`src/rtl/cartesian_to_polar_pkg.sv`:
```
// Shared constants for the polar/Cartesian conversion paths: bin count, widths,
// Q8 trig tables, FSM encoding and the radius saturation helper.
package cartesian_to_polar_pkg;

  localparam int ANGLE_BINS = 12;
  localparam int ANGLE_W    = 4;
  localparam int RADIUS_W   = 8;
  localparam int COORD_W    = 9;
  localparam int COEF_W     = 10;
  localparam int PROJ_W     = 20;

  localparam logic signed [PROJ_W-1:0] PROJ_MIN = {1'b1, {(PROJ_W-1){1'b0}}};

  // 15-degree bins, 0..165 degrees, scaled by 256
  localparam logic signed [COEF_W-1:0] COS_Q8 [ANGLE_BINS] = '{
    10'sd256, 10'sd247, 10'sd222, 10'sd181, 10'sd128, 10'sd66,
    10'sd0,  -10'sd66, -10'sd128, -10'sd181, -10'sd222, -10'sd247
  };
  localparam logic signed [COEF_W-1:0] SIN_Q8 [ANGLE_BINS] = '{
    10'sd0,   10'sd66,  10'sd128, 10'sd181, 10'sd222, 10'sd247,
    10'sd256, 10'sd247, 10'sd222, 10'sd181, 10'sd128, 10'sd66
  };

  typedef enum logic [1:0] {
    ST_IDLE = 2'd0,
    ST_SCAN = 2'd1,
    ST_DONE = 2'd2
  } state_e;

  // Drop the Q8 fraction and clamp to the unsigned radius range.
  function automatic logic [RADIUS_W-1:0] sat_radius(input logic signed [PROJ_W-1:0] p);
    logic signed [PROJ_W-1:0] s;
    s = p >>> 8;
    if (s[PROJ_W-1])
      sat_radius = '0;
    else if (|s[PROJ_W-2:RADIUS_W])
      sat_radius = '1;
    else
      sat_radius = s[RADIUS_W-1:0];
  endfunction

endpackage

```
`src/rtl/cartesian_to_polar_if.sv`:
```
// Start/done request bundle for the Cartesian-to-polar converter.
interface cartesian_to_polar_if;
  import cartesian_to_polar_pkg::*;

  logic                              start;
  logic signed [COORD_W-1:0]         x_value;
  logic signed [COORD_W-1:0]         y_value;
  logic                              busy;
  logic                              done;
  logic [ANGLE_W+RADIUS_W-1:0]       r_theta;
  logic                              y_clamped;

  modport master (
    output start, x_value, y_value,
    input  busy, done, r_theta, y_clamped
  );

  modport slave (
    input  start, x_value, y_value,
    output busy, done, r_theta, y_clamped
  );
endinterface

```
`src/rtl/cartesian_to_polar_trig_rom.sv`:
```
// Combinational bin index -> {cos, sin} lookup from the shared Q8 tables.
module trig_rom
  import cartesian_to_polar_pkg::*;
(
  input  logic [ANGLE_W-1:0]        i_k,
  output logic signed [COEF_W-1:0]  o_cos,
  output logic signed [COEF_W-1:0]  o_sin
);

  always_comb begin
    o_cos = '0;
    o_sin = '0;
    if (i_k < ANGLE_W'(ANGLE_BINS)) begin
      o_cos = COS_Q8[i_k];
      o_sin = SIN_Q8[i_k];
    end
  end

endmodule

```
`src/rtl/cartesian_to_polar.sv`:
```
// Upper-half-plane (x, y) -> {angle bin, radius}: scans one 15-degree bin per
// clock and keeps the bin with the largest projection x*cos + y*sin.
module cartesian_to_polar
  import cartesian_to_polar_pkg::*;
(
  input  logic                 i_clock,
  input  logic                 i_reset_n,
  cartesian_to_polar_if.slave  bus
);

  state_e                     r_state, w_state_nxt;
  logic [ANGLE_W-1:0]         r_k;
  logic [ANGLE_W-1:0]         r_best_k;
  logic signed [PROJ_W-1:0]   r_best_p;
  logic signed [COORD_W-1:0]  r_x;
  logic signed [COORD_W-1:0]  r_y_eff;
  logic                       r_y_neg;
  logic                       r_busy;
  logic                       r_done;
  logic [ANGLE_W+RADIUS_W-1:0] r_theta_q;
  logic                       r_y_clamped;

  logic signed [COEF_W-1:0]   w_cos, w_sin;
  logic signed [PROJ_W-1:0]   w_xc, w_ys, w_p;
  logic                       w_last_bin;

  trig_rom u_trig_rom (
    .i_k   (r_k),
    .o_cos (w_cos),
    .o_sin (w_sin)
  );

  // Operands are sign-extended to the projection width before the multiply.
  assign w_xc       = PROJ_W'(r_x) * PROJ_W'(w_cos);
  assign w_ys       = PROJ_W'(r_y_eff) * PROJ_W'(w_sin);
  assign w_p        = w_xc + w_ys;
  assign w_last_bin = (r_k == ANGLE_W'(ANGLE_BINS - 1));

  always_ff @(posedge i_clock or negedge i_reset_n) begin
    if (!i_reset_n)
      r_state <= ST_IDLE;
    else
      r_state <= w_state_nxt;
  end

  always_comb begin
    w_state_nxt = r_state;
    case (r_state)
      ST_IDLE: if (bus.start) w_state_nxt = ST_SCAN;
      ST_SCAN: if (w_last_bin) w_state_nxt = ST_DONE;
      ST_DONE: w_state_nxt = ST_IDLE;
      default: w_state_nxt = ST_IDLE;
    endcase
  end

  always_ff @(posedge i_clock or negedge i_reset_n) begin
    if (!i_reset_n) begin
      r_k         <= '0;
      r_best_k    <= '0;
      r_best_p    <= '0;
      r_x         <= '0;
      r_y_eff     <= '0;
      r_y_neg     <= 1'b0;
      r_busy      <= 1'b0;
      r_done      <= 1'b0;
      r_theta_q   <= '0;
      r_y_clamped <= 1'b0;
    end else begin
      r_done <= 1'b0;
      case (r_state)
        ST_IDLE: begin
          if (bus.start) begin
            r_x      <= bus.x_value;
            r_y_neg  <= bus.y_value[COORD_W-1];
            r_y_eff  <= bus.y_value[COORD_W-1] ? '0 : bus.y_value;
            r_k      <= '0;
            r_best_k <= '0;
            r_best_p <= PROJ_MIN;
            r_busy   <= 1'b1;
          end
        end
        ST_SCAN: begin
          // Strict compare so the lowest bin keeps a tie.
          if (w_p > r_best_p) begin
            r_best_p <= w_p;
            r_best_k <= r_k;
          end
          r_k <= r_k + 1'b1;
        end
        ST_DONE: begin
          r_theta_q   <= {r_best_k, sat_radius(r_best_p)};
          r_y_clamped <= r_y_neg;
          r_done      <= 1'b1;
          r_busy      <= 1'b0;
        end
        default: ;
      endcase
    end
  end

  assign bus.busy      = r_busy;
  assign bus.done      = r_done;
  assign bus.r_theta   = r_theta_q;
  assign bus.y_clamped = r_y_clamped;

endmodule

```
`src/flat_wrapper.sv`:
```
// flat-port wrapper written by rule: the top's interface ports become plain ports
module cartesian_to_polar_flat import cartesian_to_polar_pkg::*;
  (i_clock, i_reset_n, bus_start, bus_x_value, bus_y_value, bus_busy, bus_done, bus_r_theta, bus_y_clamped);
  cartesian_to_polar_if bus_i ();
  input  logic i_clock;
  input  logic i_reset_n;
  input wire logic [$bits(bus_i.start)-1:0] bus_start;
  input wire logic [$bits(bus_i.x_value)-1:0] bus_x_value;
  input wire logic [$bits(bus_i.y_value)-1:0] bus_y_value;
  output wire logic [$bits(bus_i.busy)-1:0] bus_busy;
  output wire logic [$bits(bus_i.done)-1:0] bus_done;
  output wire logic [$bits(bus_i.r_theta)-1:0] bus_r_theta;
  output wire logic [$bits(bus_i.y_clamped)-1:0] bus_y_clamped;
  assign bus_i.start = bus_start;
  assign bus_i.x_value = bus_x_value;
  assign bus_i.y_value = bus_y_value;
  assign bus_busy = bus_i.busy;
  assign bus_done = bus_i.done;
  assign bus_r_theta = bus_i.r_theta;
  assign bus_y_clamped = bus_i.y_clamped;
  cartesian_to_polar u_core (.i_clock(i_clock), .i_reset_n(i_reset_n), .bus(bus_i));
endmodule
```
`config.mk`:
```
export PLATFORM = sky130hd
export DESIGN_NAME = cartesian_to_polar_flat
export DESIGN_NICKNAME = d
export VERILOG_FILES = /design/src/rtl/cartesian_to_polar_pkg.sv /design/src/rtl/cartesian_to_polar_if.sv /design/src/rtl/cartesian_to_polar_trig_rom.sv /design/src/rtl/cartesian_to_polar.sv /design/src/flat_wrapper.sv
export SDC_FILE = /design/constraint.sdc
export NUM_CORES = 1
export LEC_CHECK = 0
export CAP_MARGIN = 20
export CORE_ASPECT_RATIO = 0.5
export CORE_UTILIZATION = 50
export DETAILED_ROUTE_END_ITERATION = 8
export PLACE_DENSITY = 0.72
export SYNTH_ARGS = -nofsm -noshare
export SYNTH_HDL_FRONTEND = slang
export SYNTH_SLANG_ARGS = --single-unit
```
`constraint.sdc`:
```
create_clock -name i_clock -period 9.7 [get_ports i_clock]
set_clock_uncertainty 0.15 [all_clocks]
set_input_delay 2.425 -clock i_clock [delete_from_list [all_inputs] [get_ports i_clock]]
set_output_delay 2.425 -clock i_clock [all_outputs]
set_load 0.1 [all_outputs]
```
==> summary.md, run 1 <==
| Metric | Value |
|---|---|
| Tmin final | 9370 ps |
| Max cap viols | 0 |
| Slew margin rel. | 0.328 |
| YS warnings | 0 |
| Global Route Usage Sum | 0.242 |
| Clock Latency Late Sink | 350 ps |
| Initial antenna violation count | 0 |
| Nets | 1382 |
| Synth top area cells | fa_1, ha_1, dfrtp_1 |
| Post-synthesis compound-gate area fraction | 0.112 |
| Vias in the first global route | 7779 |
| Clock-pin slew of the registers on the worst-case setup and hold paths | 60 ps |
| Chip height | 101 microns |
| Max Transition Viols Final | 0 |
| CP Class | reg2reg |
| Clk sinks | 63 |
| Final core occ | 0.581 |
| Die area | 20400 sq um |
| Status | finished, final reports clean |
| Final hold violations | 0 |
| Post-synth top area share | 0.245 |
| CTS tree | built |
| Total Wirelength | 23.2 mm |
| Total grt overflow | 0 |
| Mapped Area | 9890 sq um |
| Synthesized flop and latch total | 63 |
| Clock buffer depth | 2 |
| Post-synth EDFFs | 0 |
| Crit-path max cell delay | 520 ps |
| Root buffer cell | clkbuf_16 |
| Synth Instances | 1064 |
| Final instance area | 11000 sq um |
| Synth cell types | 58 |
| Initial core utilization | 0.524 |
| Worst slew pin tran | 1000 ps |
| Mapped Nets | 1336 |
| Async set or reset register ratio after synthesis | 1.00 |
| # setup viols final | 0 |
| Die X | 201 microns |
| Fin Setup TNS | 0 ps |
| CP startpoint kind | flip-flop |
| Antenna Nets Post-Route | 0 |
| First DRT Iteration DRCs | 486 |
| Core box area | 18900 sq um |
| F_max | 107 MHz |
| Crit-path max FO | 20 |
| Adder-cell share of the synthesized area | 0.409 |
| Cell Rows | 35 |
| Hpwl dp | 18.9 mm |
| Simple-gate area share of the yosys netlist | 0.147 |
| Via count | 7493 |
| Layout cell share with drive strength beyond 1 | 0.0834 |
| Area Growth Syn to Fin | 10.9% |
| Worst Path Arrival | 9440 ps |
| IO Pins | 36 |
| Wirelength per Cell | 16.9 microns |
| Vias per cell | 5.45 |
| Pin count of the biggest net entering global routing | 64 |
| Post-CTS Hold Buffers | 0 |
| Final Wtd Congestion | 0.914 |
| Num CTS Buffers | 9 |
| Synth Flop Type | dfrtp_1 |
| DRT Pass-1 Iters | 5 |
| Synthesized area per cell | 9.30 sq um |
| Most frequent cell after synthesis | inv_1 |
| Area leader, netlist | fa_1 |
| WP data required | 9770 ps |
| Drc violations | 0 |
| Critical path's slowest cell | fa_1 |
| Mux cell area share after synthesis | 0.0515 |
| Level count of the clock H-tree | 3 |
| Post-synth top cells | inv_1, ha_1, fa_1 |
| First-pass GRT wire length | 38.6 mm |
| Hold crit path type | reg2reg |
| Final Cycle Share | 0.966 |
| CP Capture Type | flip-flop |
| IO Port Bufs | 35 |
| Main combinational cell family by area after synthesis | adder cells |
| Layout filler cell count | 1629 |
| Cell Area, Placed | 10500 sq um |
| Synth Area in XOR/XNOR | 0.0372 |
| Seq/Total Area, Yosys | 0.159 |
metrics by stage:
stage / setup slack (ps) / std cells / hold slack [ps]
global placement: 343 / 1349 / 316
floorplan: 880 / 1064 / 306
global route: -18.6 / 1374 / 352
finish: 329 / 1375 / 327
detailed placement: 37.1 / 1349 / 320
CTS: 8.79 / 1365 / 334
flip-flops by register name, indices dropped and copies added (netlist names):
register / count
u_core.r_best_p: 20
u_core.r_state: 2
u_core.bus.busy: 1
u_core.bus.done: 1
u_core.r_y_neg: 1
u_core.r_k: 4
u_core.r_y_eff: 8
u_core.r_best_k: 4
u_core.bus.r_theta: 12
u_core.r_x: 9
u_core.bus.y_clamped: 1
worst paths after layout:
path,start,end,slack (ps),cells after the start
max in group asynchronous,i_reset_n,u_core.r_k[1],6680,2
worst max register to register,u_core.r_k[1],u_core.r_best_p[5],330,34
worst max-delay path,u_core.r_k[1],u_core.r_best_p[5],330,34
worst min register to register,u_core.bus.r_theta[6],u_core.bus.r_theta[6],330,2
worst min-delay path,u_core.bus.r_theta[6],u_core.bus.r_theta[6],330,2
min in group asynchronous,i_reset_n,u_core.r_y_eff[7],2120,2
layout make-up:
cell class                 count  area (sq um)  share of cell area
multi-input combinational    791          7560               0.689
sequential                    63          1580               0.144
inverter                     189           713              0.0650
timing repair buffer          56           515              0.0470
tap                          259           324              0.0295
clock buffer                  12           246              0.0225
clock inverter                 4          30.0             0.00274
antenna                        1          2.50            0.000228
repair_timing:
| item | 4_1_cts | 5_1_grt |
|---|---|---|
| gates resized for setup | 0 | 21 |
| endpoints found under the setup margin | 0 | 24 |
| setup buffers | 0 | 9 |
metal layers:
| metal | track usage | share of wire |
|---|---|---|
| met4 | 0.0593 | 0.017 |
| met5 | 0 | 0 |
| met2 | 0.404 | 0.46 |
| met1 | 0.331 | 0.47 |
| met3 | 0.0412 | 0.054 |
logic make-up after synthesis:
kind of cell / Yosys count
DFF: 63
AOI/OAI and AO/OA: 177
muxes: 42
and+or+nand+nor: 279
adders and majority gates: 251
xor gates and xnor gates: 42
buffers and inverters: 210
cells in the final DEF (no fill, tap or decap), types with 10 or more instances in the layout:
cell type        instances
a211oi_1                10
a21o_1                  19
a21oi_1                 47
and2_1                  77
and3_1                  18
buf_4                   20
clkdlybuf4s50_1         34
dfrtp_1                 61
fa_1                   121
ha_1                   128
inv_1                  186
mux2_2                  19
mux2_4                  13
mux2i_1                 10
nand2_1                 86
nand2b_1                16
nor2_1                  29
nor2b_1                 13
o21ai_0                 47
xnor2_1                 30
xor2_1                  11
worst max-delay path, delay by kind of cell (launching register included):
| family | cells | cell delay, ps |
|---|---|---|
| XOR/XNOR | 1 | 170 |
| buffers and inverters | 6 | 680 |
| flip-flops | 1 | 430 |
| AO/OA/AOI/OAI | 12 | 2550 |
| multiplexers | 1 | 300 |
| adder cells (fa/ha/maj) | 8 | 3250 |
| AND/OR/NAND/NOR | 6 | 1680 |
Power of run 1 is left out: the tool's default activity adds up to more than one toggle a clock period on the data nets, which glitch-free logic cannot reach.
==> inputs of run 2 (changes only) <==
--- a/config.mk
+++ b/config.mk
@@ -10,6 +10,7 @@
 export CORE_UTILIZATION = 50
 export DETAILED_ROUTE_END_ITERATION = 8
 export PLACE_DENSITY = 0.72
+export SETUP_SLACK_MARGIN = 0.05
 export SYNTH_ARGS = -nofsm -noshare
 export SYNTH_HDL_FRONTEND = slang
 export SYNTH_SLANG_ARGS = --single-unit
==> run 2 against run 1 <==
Net effect: first-iteration DRC count grew 6.8%; register-to-register slack improved by 60 ps; die area stayed put; setup slack improved by 64 ps; sequential cell count unchanged; maximum frequency grew 0.69%; final cell count barely moved; via count grew 0.24%; worst hold slack is essentially flat; clock-buffer cell count did not move; critical path type unchanged; critical endpoint unchanged.
==> summary.md, run 2 (same netlist as run 1, synthesis figures left out) <==
| Metric | Value |
|---|---|
| Root buffer cell | clkbuf_16 |
| Final hold violations | 0 |
| Core box area | 18900 sq um |
| Placed insts | 1349 |
| Worst path top cell family by delay | adder cells |
| Slew margin rel. | 0.328 |
| Vias in the first global route | 7799 |
| Num CTS Buffers | 9 |
| DRT Pass-1 Iters | 5 |
| Clock buffer depth | 2 |
| CP Class | reg2reg |
| Global Route Usage Sum | 0.242 |
| Initial core utilization | 0.524 |
| Total grt overflow | 0 |
| Hold crit path type | reg2reg |
| Pin count of the biggest net entering global routing | 64 |
| Die X | 201 microns |
| Layout filler cell count | 1624 |
| IO Port Bufs | 35 |
| CTS tree | built |
| Total Wirelength | 23.2 mm |
| RSZ-0062 raised after global routing | false |
| Final Cycle Share | 0.959 |
| Via count | 7511 |
| Met1 Use GR | 0.327 |
| Crit-path max cell delay | 520 ps |
| Worst slew pin tran | 1000 ps |
| Nets | 1382 |
| Layout cell share with drive strength beyond 1 | 0.0843 |
| Largest register FFs | 20 |
| CP Capture Type | flip-flop |
| Most common cell after layout, fill and taps aside | inv_1 |
| Critical path's slowest cell | fa_1 |
| Met3 usage | 0.0483 |
| # diodes | 0 |
| Level count of the clock H-tree | 3 |
| Tmin final | 9310 ps |
| Most frequent cells in the layout | inv_1, ha_1, fa_1 |
| Final Wtd Congestion | 0.914 |
| Max cap viols | 0 |
| Max Transition Viols Final | 0 |
| Clock-pin slew of the registers on the worst-case setup and hold paths | 60 ps |
| Worst Path Arrival | 9370 ps |
| Clk sinks | 63 |
| Sequential cell area | 1580 sq um |
| CP startpoint kind | flip-flop |
| Cell Area, Placed | 10500 sq um |
| First DRT Iteration DRCs | 519 |
| WP data required | 9760 ps |
| GR Util met2 | 0.404 |
| GRT Max-Usage Layer | met2 |
| Wirelength per Cell | 16.9 microns |
| Clock Latency Late Sink | 340 ps |
| Final instance area | 11000 sq um |
| Initial antenna violation count | 0 |
| First-pass GRT wire length | 38.7 mm |
| Area of the multi-input gates | 7570 sq um |
| Largest Register | u_core.r_best_p |
| Drc violations | 0 |
| F_max | 107 MHz |
| Area Growth Syn to Fin | 11.0% |
| Vias per cell | 5.47 |
| Fin Setup TNS | 0 ps |
| Die area | 20400 sq um |
| Status | finished, final reports clean |
| Cell Rows | 35 |
| Buffers & Inverters on Critical Path | 6 |
| IO Pins | 36 |
| Antenna Nets Post-Route | 0 |
| Hpwl dp | 18.9 mm |
| # setup viols final | 0 |
| Chip height | 101 microns |
| Layout Cells excl Fill | 1374 |
| Crit-path max FO | 20 |
==> run 2: through the flow <==
step / hold slack (ps) / setup slack (ps) / utilization
final: 327 / 393 / 0.582
after global routing: 352 / 11.0 / 0.582
after CTS: 334 / 107 / 0.574
after detailed placement: 320 / 37.1 / 0.559
after global placement: 316 / 343 / 0.559
after floorplan: 306 / 880 / -
==> run 2: layout make-up <==
cell class                      instances  share of cell area
Timing Repair Buffer                   56              0.0469
Sequential cell                        63               0.144
Inverter                              189              0.0650
Clock inverter                          4             0.00273
Clock buffer                           12              0.0224
Multi-Input combinational cell        791               0.690
Tap cell                              259              0.0295
==> run 2: per-layer routing <==
layer | wire length, microns | up-vias
met2 | 10700 | 210
met3 | 1270 | 37
met4 | 385 | 0
met5 | 0 | -
met1 | 10900 | 3686
li1 | - | 3578
==> run 2: worst register-to-register path, delay by kind of cell, from the launching register on <==
family,cells,cell delay [ps]
fa+ha+maj,8,3260
compound gates,12,2470
simple gates,6,1690
buf+inv,6,710
flops,1,440
mux,1,310
xor+xnor,1,160
==> run 2: repair_timing <==
action | CTS | global route
setup endpoints to repair | 13 | 24
hold buffers | 0 | 0
pin swaps | 0 | 3
buffers inserted | 0 | 9
gates resized for setup | 2 | 22
==> run 2: final timing paths <==
kind	from	endpoint	slack [ps]	depth (start not counted)
min reg2reg	u_core.bus.r_theta[6]	u_core.bus.r_theta[6]	330	2
max in group asynchronous	i_reset_n	u_core.r_k[1]	6670	2
max reg2reg	u_core.r_k[1]	u_core.r_best_p[5]	390	34
min in group asynchronous	i_reset_n	u_core.r_y_eff[7]	2120	2
min	u_core.bus.r_theta[6]	u_core.bus.r_theta[6]	330	2
max	u_core.r_k[1]	u_core.r_best_p[5]	390	34
Power of run 2 is left out for the same reason.
